`src/rtl/alu_execute_stage.sv`:
```
// -----------------------------------------------------------------------------
// alu_execute_stage
//
// Purpose:
//   Execute stage that sits directly after the ALU control decoder. It takes a
//   4-bit {funct7b5,funct3} op code and two operands. It returns a registered
//   result, a zero flag and the destination tag to the MEM stage. Both sides use
//   valid/ready handshakes, and there is a single-entry output register.
//   Non-shift ops complete in one cycle. Shifts run one bit per cycle. A shift
//   of N > 0 bits has a latency of N+1. A shift of 0 bits has a latency of 1.
//
// Configuration:
//   BARREL_SHIFT_EN : when defined, shifts use a single-cycle barrel shifter.
//                     The SHIFT state and its counter are not built, busy is
//                     tied to 0, and every op has a latency of 1.
//
// Ports:
//   clk          in   rising-edge clock
//   rst_n        in   synchronous reset, active low
//   flush        in   synchronous kill of the in-flight op and the output entry
//   in_valid     in   upstream op valid
//   in_ready     out  stage can accept an op this cycle (combinational)
//   alu_control  in   {funct7b5,funct3} op code
//   op_a, op_b   in   operands (op_b is rs2 or an immediate)
//   rd_in        in   destination register tag
//   out_valid    out  output register holds a valid result
//   out_ready    in   downstream consumes the result
//   result       out  registered ALU result
//   zero         out  registered (result == 0)
//   rd_out       out  registered destination tag
//   busy         out  iterative shift in progress
// -----------------------------------------------------------------------------
module alu_execute_stage #(
    parameter int XLEN       = 32,
    parameter int REG_ADDR_W = 5
) (
    input  logic                  clk,
    input  logic                  rst_n,
    input  logic                  flush,
    input  logic                  in_valid,
    output logic                  in_ready,
    input  logic [3:0]            alu_control,
    input  logic [XLEN-1:0]       op_a,
    input  logic [XLEN-1:0]       op_b,
    input  logic [REG_ADDR_W-1:0] rd_in,
    output logic                  out_valid,
    input  logic                  out_ready,
    output logic [XLEN-1:0]       result,
    output logic                  zero,
    output logic [REG_ADDR_W-1:0] rd_out,
    output logic                  busy
);

    localparam int SHAMT_W = $clog2(XLEN);

    // ---------------------------------------------------------------- decode
    logic [2:0]         w_funct3;
    logic               w_is_sub;
    logic               w_is_sra;
    logic               w_is_shift;
    logic [SHAMT_W-1:0] w_shamt;

    assign w_funct3   = alu_control[2:0];
    // Only the exact codes 1000 and 1101 select the alternate op. Every other
    // code with bit3 set falls back to the op given by its funct3.
    assign w_is_sub   = (alu_control == 4'b1000);
    assign w_is_sra   = (alu_control == 4'b1101);
    assign w_is_shift = (w_funct3 == 3'b001) || (w_funct3 == 3'b101);
    assign w_shamt    = op_b[SHAMT_W-1:0];

    // ---------------------------------------------------------- single-cycle ALU
    logic [XLEN-1:0] w_alu_result;

    always_comb begin
        // NOTE: every always_comb output gets a default first so that no path
        // leaves it unassigned, which would infer a latch.
        w_alu_result = '0;
        case (w_funct3)
            3'b000: w_alu_result = w_is_sub ? (op_a - op_b) : (op_a + op_b);
`ifdef BARREL_SHIFT_EN
            3'b001: w_alu_result = op_a << w_shamt;
            3'b101: w_alu_result = w_is_sra ? XLEN'($signed(op_a) >>> w_shamt)
                                            : (op_a >> w_shamt);
`else
            // Iterative build: this path only serves shifts with shamt == 0.
            3'b001: w_alu_result = op_a;
            3'b101: w_alu_result = op_a;
`endif
            3'b010: w_alu_result = {{(XLEN-1){1'b0}}, ($signed(op_a) < $signed(op_b))};
            3'b011: w_alu_result = {{(XLEN-1){1'b0}}, (op_a < op_b)};
            3'b100: w_alu_result = op_a ^ op_b;
            3'b110: w_alu_result = op_a | op_b;
            3'b111: w_alu_result = op_a & op_b;
            default: w_alu_result = '0;
        endcase
    end

    // ------------------------------------------------------ output register load
    logic                  r_out_valid;
    logic [XLEN-1:0]       r_result;
    logic                  r_zero;
    logic [REG_ADDR_W-1:0] r_rd_out;

    logic                  w_idle;
    logic                  w_accept;
    logic                  w_load;
    logic [XLEN-1:0]       w_load_value;
    logic [REG_ADDR_W-1:0] w_load_rd;

    // New work may enter only when the output slot is empty or draining this
    // cycle. A later load therefore never overwrites an unconsumed result.
    assign in_ready = w_idle && (!r_out_valid || out_ready) && !flush;
    assign w_accept = in_valid && in_ready;

`ifdef BARREL_SHIFT_EN
    assign w_idle       = 1'b1;
    assign w_load       = w_accept;
    assign w_load_value = w_alu_result;
    assign w_load_rd    = rd_in;
    assign busy         = 1'b0;
`else
    // ------------------------------------------------------ iterative shifter
    typedef enum logic {S_IDLE, S_SHIFT} state_t;
    typedef enum logic [1:0] {K_SLL, K_SRL, K_SRA} shift_kind_t;

    state_t                r_state;
    logic [XLEN-1:0]       r_work;
    logic [SHAMT_W-1:0]    r_cnt;
    shift_kind_t           r_kind;
    logic [REG_ADDR_W-1:0] r_rd;

    logic [XLEN-1:0]       w_step;
    shift_kind_t           w_kind_in;
    logic                  w_start_shift;
    logic                  w_last_step;

    assign w_idle        = (r_state == S_IDLE);
    assign busy          = (r_state == S_SHIFT);
    assign w_start_shift = w_accept && w_is_shift && (w_shamt != '0);
    assign w_last_step   = (r_state == S_SHIFT) && (r_cnt == SHAMT_W'(1));
    assign w_kind_in     = (w_funct3 == 3'b001) ? K_SLL : (w_is_sra ? K_SRA : K_SRL);

    // One-bit shift of the working value. SRA replicates the sign bit.
    always_comb begin
        w_step = r_work;
        case (r_kind)
            K_SLL:   w_step = {r_work[XLEN-2:0], 1'b0};
            K_SRL:   w_step = {1'b0, r_work[XLEN-1:1]};
            K_SRA:   w_step = {r_work[XLEN-1], r_work[XLEN-1:1]};
            default: w_step = r_work;
        endcase
    end

    // The final step feeds the output register directly. A shift of N bits
    // therefore lands N cycles after the accept edge.
    always_comb begin
        w_load       = 1'b0;
        w_load_value = w_alu_result;
        w_load_rd    = rd_in;
        if (r_state == S_SHIFT) begin
            w_load       = w_last_step;
            w_load_value = w_step;
            w_load_rd    = r_rd;
        end else begin
            w_load       = w_accept && !w_start_shift;
        end
    end

    // NOTE: the shift datapath has no reset. Its contents matter only while
    // in SHIFT, and SHIFT is always entered through a fresh load.
    always_ff @(posedge clk) begin
        if (w_start_shift) begin
            r_work <= op_a;
            r_cnt  <= w_shamt;
            r_kind <= w_kind_in;
            r_rd   <= rd_in;
        end else if (r_state == S_SHIFT) begin
            r_work <= w_step;
            r_cnt  <= r_cnt - SHAMT_W'(1);
        end
    end
`endif

    // ------------------------------------------------- control FSM + output reg
    always_ff @(posedge clk) begin
        // NOTE: sequential state uses non-blocking assignments only. This makes
        // every register sample values from before the clock edge.
        if (!rst_n) begin
`ifndef BARREL_SHIFT_EN
            r_state     <= S_IDLE;
`endif
            r_out_valid <= 1'b0;
            r_result    <= '0;
            r_zero      <= 1'b0;
            r_rd_out    <= '0;
        end else if (flush) begin
            // Kill the op but keep stale result data, so the data path has no
            // extra mux.
`ifndef BARREL_SHIFT_EN
            r_state     <= S_IDLE;
`endif
            r_out_valid <= 1'b0;
        end else begin
            if (w_load) begin
                r_out_valid <= 1'b1;
                r_result    <= w_load_value;
                r_zero      <= (w_load_value == '0);
                r_rd_out    <= w_load_rd;
            end else if (r_out_valid && out_ready) begin
                r_out_valid <= 1'b0;
            end
`ifndef BARREL_SHIFT_EN
            case (r_state)
                S_IDLE:  if (w_start_shift) r_state <= S_SHIFT;
                S_SHIFT: if (w_last_step)   r_state <= S_IDLE;
                default: r_state <= S_IDLE;
            endcase
`endif
        end
    end

    assign out_valid = r_out_valid;
    assign result    = r_result;
    assign zero      = r_zero;
    assign rd_out    = r_rd_out;

endmodule

```
`config.mk`:
```
export PLATFORM = sky130hd
export DESIGN_NAME = alu_execute_stage
export DESIGN_NICKNAME = d
export VERILOG_FILES = /design/src/rtl/alu_execute_stage.sv
export SDC_FILE = /design/constraint.sdc
export NUM_CORES = 1
export LEC_CHECK = 0
export ABC_AREA = 1
export BUFFER_PORTS_ARGS = -buffer_cell sky130_fd_sc_hd__buf_2
export CAP_MARGIN = 20
export CORE_MARGIN = 2
export CORE_UTILIZATION = 45
export CTS_CLUSTER_DIAMETER = 100
export DETAILED_ROUTE_END_ITERATION = 10
export PLACE_DENSITY = 0.73
export SETUP_SLACK_MARGIN = 0.05
export SYNTH_ARGS = -nofsm -noshare
export SYNTH_HDL_FRONTEND = slang
export SYNTH_SLANG_ARGS = --single-unit
```
`constraint.sdc`:
```
create_clock -name clk -period 4.17 [get_ports clk]
set_input_delay 0.417 -clock clk [delete_from_list [all_inputs] [get_ports clk]]
set_output_delay 0.417 -clock clk [all_outputs]
set_load 0.01 [all_outputs]
```
# [Word level (Yosys, flattened, before mapping)]
# Index checks and enable logic that the tools add are counted.
# W data, S select, Z words.
[totals] reg_bits=84 latch_bits=0 ramBits=0 romBits=0 in_bits=78 elab_cells=70 mem_count=0
[classes] n_addsub=3 n_mul=0 n_div=0 order_cmp=2 n_eq_ne=12 shifts=0 mux=16 bitwise=6 n_reduce_logical=22
[op_table] cell="$pmux W32 S7" count=1
[op_table] cell="$mux W32" count=4
[op_table] cell="$pmux W32 S3" count=1
[op_table] cell="$lt A32 B32 Y1" count=2
[op_table] cell="$add A32 B32 Y32" count=1
[op_table] cell="$and A32 B32 Y32" count=1
[op_table] cell="$logic_not A32 Y1" count=1
[op_table] cell="$or A32 B32 Y32" count=1
[op_table] cell="$sub A32 B32 Y32" count=1
[op_table] cell="$xor A32 B32 Y32" count=1
[op_table] cell="$mux W5" count=3
[op_table] cell="$eq A3 B3 Y1 const B" count=4
[op_table] cell="$eq A4 B4 Y1 const B" count=2
[op_table] cell="$logic_and A1 B1 Y1" count=8
[op_table] cell="$eq A3 B2 Y1 const B" count=2
[op_table] cell="$eq A5 B1 Y1 const B" count=1
[op_table] cell="$mux W1" count=5
[op_table] cell="$reduce_bool A5 Y1" count=1
[op_table] cell="$sub A5 B1 Y5 const B" count=1
[op_table] cell="$reduce_bool A2 Y1" count=2
[op_table] cell="$reduce_or A2 Y1" count=2
[op_table] cell="$eq A3 B1 Y1 const B" count=1
[op_table] cell="$logic_not A1 Y1" count=3
[op_table] cell="$logic_not A3 Y1" count=1
[op_table] cell="8 further kinds" count=11

# [Longest topological paths before layout]
[logic_depth] ltp_word=11 ltp_mapped=26 mapped_depth_nobuf=26

# [Least setup slack after synthesis]
# No wires, ideal clock.
[synth_path] path_type="in2reg" start="in out_ready" end="reg r_cnt[0] (enable)" setup_time_ps=396 arrival_ps=2016 required_ps=3774 slack_ps=1759 cell_stages=9 path_buffers=1 cell_sequence="inv_1 -> nand2_1 -> nand3_1 -> nor2_1 -> inv_1 -> nor2_1 -> clkbuf_1 -> inv_1 -> nand2_1"
[synth_via] elab_chain_cells=7
[synth_rtl] item="from (decl)" line="47" rtl="input logic out_ready,"
[synth_rtl] item="$logic_or A1 B1 Y1" line="112" rtl="assign in_ready = w_idle && (!r_out_valid || out_ready) && !flush;"
[synth_rtl] item="$logic_and A1 B1 Y1 (2 in series)" line="112"
[synth_rtl] item="$logic_and A1 B1 Y1" line="113" rtl="assign w_accept = in_valid && in_ready;"
[synth_rtl] item="$logic_and A1 B1 Y1 (2 in series)" line="139" rtl="assign w_start_shift = w_accept && w_is_shift && (w_shamt != '0);"
[synth_rtl] item="$reduce_bool A2 Y1 (no line)"
[synth_rtl] item="to (signal assigned)" line="174" rtl="r_cnt <= w_shamt;"
[synth_rtl] item="to (signal assigned)" line="179" rtl="r_cnt <= r_cnt - SHAMT_W'(1);"
[synth_rtl] item="to (decl)" line="128" rtl="logic [SHAMT_W-1:0] r_cnt;"
# Every way passes these cells.
# A chain may end at the register's enable or synchronous reset.

# [Worst setup path in the final report]
[layout_path] start="reg r_kind[1]" end="reg r_zero, in the netlist zero"
[layout_via] elab_chain_cells=4 word_cells_on_any_way=6 cone_classes="2 x eq/ne; 2 x mux; 2 x reduce/logical"
[layout_rtl] item="from (decl)" line="129" rtl="shift_kind_t r_kind;"
[layout_rtl] item="from (signal assigned)" line="175" rtl="r_kind <= w_kind_in;"
[layout_rtl] item="$eq A2 B2 Y1 (tied with other cells)" line="146" rtl="case (r_kind)"
[layout_rtl] item="$pmux W32 S3 *" line="146"
[layout_rtl] item="$mux W32 *" line="160" rtl="if (r_state == S_SHIFT) begin"
[layout_rtl] item="$logic_not A32 Y1 *" line="207" rtl="r_zero <= (w_load_value == '0);"
[layout_rtl] item="to (signal assigned)" line="207"
[layout_rtl] item="to (decl)" line="101" rtl="logic r_zero;"
# Mark *: on every way between the ends. The rest lies on a longest branch, timed or not.

==> results.toml <==
[logic_synthesis]
yosys_warnings = 0
synth_edf_count = 44
netlist_top_cells_area = "sky130_fd_sc_hd__nand2_1 (20%), sky130_fd_sc_hd__edfxtp_1 (13%), sky130_fd_sc_hd__ha_1 (12%)"
synth.distinct_cells = 45
synth_top_area_cell = "sky130_fd_sc_hd__nand2_1"
number_of_synthesized_register_bits = 84
muxShareOfSynthArea_pct = 0
synth-compound-area-share_pct = 17.36
postSynthNetCount = 1954
async_flop_share_pct = 0
yosys.area_share.simple_pct = 35.40
synth_cells = 1776
synth-adder-area-share_pct = 12.18
synth_seq_area_share_pct = 20.41
most_frequently_used_flop_master_after_synthesis = "sky130_fd_sc_hd__edfxtp_1"
netlist_area_sq_um = 10400
synth_largest_type_area_fraction_pct = 20.11
main_combinational_cell_family_by_area_after_synthesis = "simple AND/OR/NAND/NOR gates"
avgSynthCellArea_sq_um = 5.855
synth_xor_area_share_pct = 0.4211

[worst_setup_path]
cp-end-kind = "flop"
timing_worst_setup_path_type = "flop to flop"
crit_required_ps = 4440
critPathArrivalTime_ps = 3360
worst-path-max-fanout = 27
cp-start-kind = "flop"

[timing]
clock.fmax_mhz = 323.9
hold_viol_final = 0
worst_clock_skew_ps = 10.96
relSlewSlack_pct = 47.23
setup_total_negative_slack_ps = 0
final.period_utilization_pct = 74.05
tightestPinTransition_ps = 790.6
setup_violations = 0
rsz0062_at_grt = "false"
timing.final.crit_period_ps = 3088
final_max_slew_viol_count = 0

[floorplanning]
top_level_ports = 119
num_rows = 55
die_width_um = 156.0
die_h_um = 156.0
design.die.area_sq_um = 24340
initial_core_util_pct = 45.93
floorplan.core_area_sq_um = 22640

[drt]
post_drt_via_cell_ratio = 5.647
drt_wl_total_um = 39610
route.detailed.wl_per_inst_um = 18.47
drc_violation_count_after_routing = 0
detail_route.iter0.violations = 1428
antenna_violating_nets_post_route = 0
detailedRoute.firstPassIterationCount = 6
route.vias.total = 12110

[power]
vdd_ir_drop_max_v = 0.0002067
power.static_leakage_uw = 0.006144
p_per_area_nw_per_um2 = 254.2

[layout]
flow.area_growth_from_synthesis_pct = 10.56
n_antenna_cell = 0
drive_gt1_share_pct = 9.785
postLayoutCellArea_sq_um = 11500
n_fill_cell = 2392
design.final.nets = 2033

[grt]
antenna_found_initial = 0
first_pass_grt_wire_length_um = 59820
globalRouteTotalUtil_pct = 31.95
overflow = 0
pin_count_of_the_biggest_net_entering_global_routing = 75
first_global_vias = 10840

[clocking]
clock_latency_ps = 340
clk_transition_reported_paths_ps = 60
clk_path_buf_depth = 2
tritoncts_clock_tree = "built"
cts_made_buffers = 9
post_cts_buffers = 0
post_cts_resize_count = 0
cts_root_buffer = "sky130_fd_sc_hd__clkbuf_16"
cts.hold.buffers_added = 0
htree_num_levels = 3
clock-sinks = 84

[status]
result_of_the_run = "finished clean"

[placement]
cell_area_after_placement_sq_um = 11160
gpl.final_weighted_congestion = 1.023
number_of_buffers_added_on_ports = 118
place.detailed.hpwl_um = 31700

[min_path]
hold_path_class = "primary input to flop"

[run]
max_cap_viol_count = 0
## through the flow
stage               utilization [%]  power [uW]  hold slack [ps]  std cells  setup WS (ps)
floorplan                         -        1644            494.3       1776           1759
CTS                           50.78        2903            272.3       2145           1155
global route                  50.78        3078            271.2       2145          860.1
detailed placement            49.28        2005            491.3       2129          966.8
finish                        50.78        2923            277.9       2145           1082
global placement              49.28        2002            481.2       2129          964.1
## path summary, 6_finish.rpt
kind,cells after the start,slack [ps],to,from
min,1,280,r_rd[4]$_DFFE_PP_,rd_in[4]
min reg2reg,2,510,result[0]$_SDFFE_PN0P_,result[0]$_SDFFE_PN0P_
max reg2reg,17,1080,zero$_SDFFE_PN0P_,r_kind[1]$_SDFFCE_PN0P_
max,17,1080,zero$_SDFFE_PN0P_,r_kind[1]$_SDFFCE_PN0P_
## cell usage after synthesis (all sizes together) (2+ instances only)
cell type,number
a22oi,3
a2111oi,8
o221ai,2
xnor2,4
nor2,144
a41oi,2
buf,30
ha,98
o21bai,7
nand3b,3
dfxtp,40
nand2,567
a21oi,101
a221oi,3
o211ai,3
o22ai,74
a31oi,6
nand3,131
a211oi,3
clkbuf,34
edfxtp,44
nor3,36
nand4,12
fa,2
o21ai,104
inv,310
## cell usage in the layout, fill, tap and decap left out, types with 2 or more instances in the layout
master                      synthesis  routed
sky130_fd_sc_hd__xnor2_1            4       4
sky130_fd_sc_hd__o221ai_1           2       2
sky130_fd_sc_hd__a21oi_2            3       3
sky130_fd_sc_hd__buf_4              6      14
sky130_fd_sc_hd__o21ai_0          100     100
sky130_fd_sc_hd__a21oi_1           98      97
sky130_fd_sc_hd__nor2_1           140     139
sky130_fd_sc_hd__nor2_2             2       2
sky130_fd_sc_hd__nand2_1          557     557
sky130_fd_sc_hd__nand3_2            2       2
sky130_fd_sc_hd__clkbuf_16          0       9
sky130_fd_sc_hd__edfxtp_1          44      44
sky130_fd_sc_hd__bufinv_16          0       3
sky130_fd_sc_hd__a221oi_1           3       3
sky130_fd_sc_hd__nand2_2            9       9
sky130_fd_sc_hd__ha_1              98      98
sky130_fd_sc_hd__buf_2             20     118
sky130_fd_sc_hd__o21ai_1            4       4
sky130_fd_sc_hd__a22oi_1            2       2
sky130_fd_sc_hd__nand3_1          129     129
sky130_fd_sc_hd__o211ai_1           3       3
sky130_fd_sc_hd__nand3b_1           3       3
sky130_fd_sc_hd__dfxtp_1           40      39
sky130_fd_sc_hd__inv_2              9       9
sky130_fd_sc_hd__inv_1            300     300
sky130_fd_sc_hd__nor2_4             2       3
sky130_fd_sc_hd__o22ai_1           74      74
sky130_fd_sc_hd__a41oi_1            2       2
sky130_fd_sc_hd__nor3_1            36      36
sky130_fd_sc_hd__a2111oi_0          8       8
sky130_fd_sc_hd__fa_1               2       2
sky130_fd_sc_hd__nand4_1           12      12
sky130_fd_sc_hd__a31oi_1            6       6
sky130_fd_sc_hd__a211oi_1           3       3
sky130_fd_sc_hd__o21bai_1           7       7
## logic make-up after synthesis
kind of cell               count (synthesis)
AOI/OAI and AO/OA                        317
xor gates and xnor gates                   5
adders and majority gates                100
buffers and inverters                    374
DFF                                       84
and+or+nand+nor                          896
## routing by layer
layer	global-route usage (%)	up-vias	share of wire [%]
met2	49.47	630	43
li1	-	5874	-
met5	0	-	0
met4	10.92	0	3.2
met3	3.722	80	10
met1	45.95	5529	44
## layout make-up
class | instances | area [sq um] | share of cell area (%)
inverters | 310 | 1166 | 10.14
clock buffers | 9 | 225.2 | 1.959
flip-flops and latches | 84 | 2123 | 18.47
clock inverters | 7 | 115.1 | 1.001
multi-input cells | 1318 | 6815 | 59.28
well taps | 285 | 356.6 | 3.102
repair buffers | 132 | 695.7 | 6.051
## where the power goes
part           leakage, uW  switching (uW)  internal, uW
combinational      0.00525             777           330
sequential        0.000727            15.0           902
clock             0.000163             315           583
## worst max-delay path, cell delays in order, from the launching register on
cell and delay, ps:
sky130_fd_sc_hd__edfxtp_1 510, sky130_fd_sc_hd__nor2_4 330, sky130_fd_sc_hd__inv_2 260, sky130_fd_sc_hd__nand2_4 160, sky130_fd_sc_hd__inv_4 140, sky130_fd_sc_hd__nand2_1 90, sky130_fd_sc_hd__o211ai_1 130, sky130_fd_sc_hd__nor2_1 290
sky130_fd_sc_hd__a21oi_1 200, sky130_fd_sc_hd__nor2_1 160, sky130_fd_sc_hd__nand2_1 80, sky130_fd_sc_hd__nor2_1 210, sky130_fd_sc_hd__nand3_1 110, sky130_fd_sc_hd__nor2_1 90, sky130_fd_sc_hd__nand2_1 60, sky130_fd_sc_hd__nor2_1 90
sky130_fd_sc_hd__nor2_1 50, sky130_fd_sc_hd__nor2_1 70
## sequential cells by signal (all words and copies together) (netlist names)
register	count
r_work	32
r_cnt	5
out_valid	1
zero	1
r_kind	2
result	32
rd_out	5
r_rd	5
busy	1
Power figures use the tool's default switching activity.
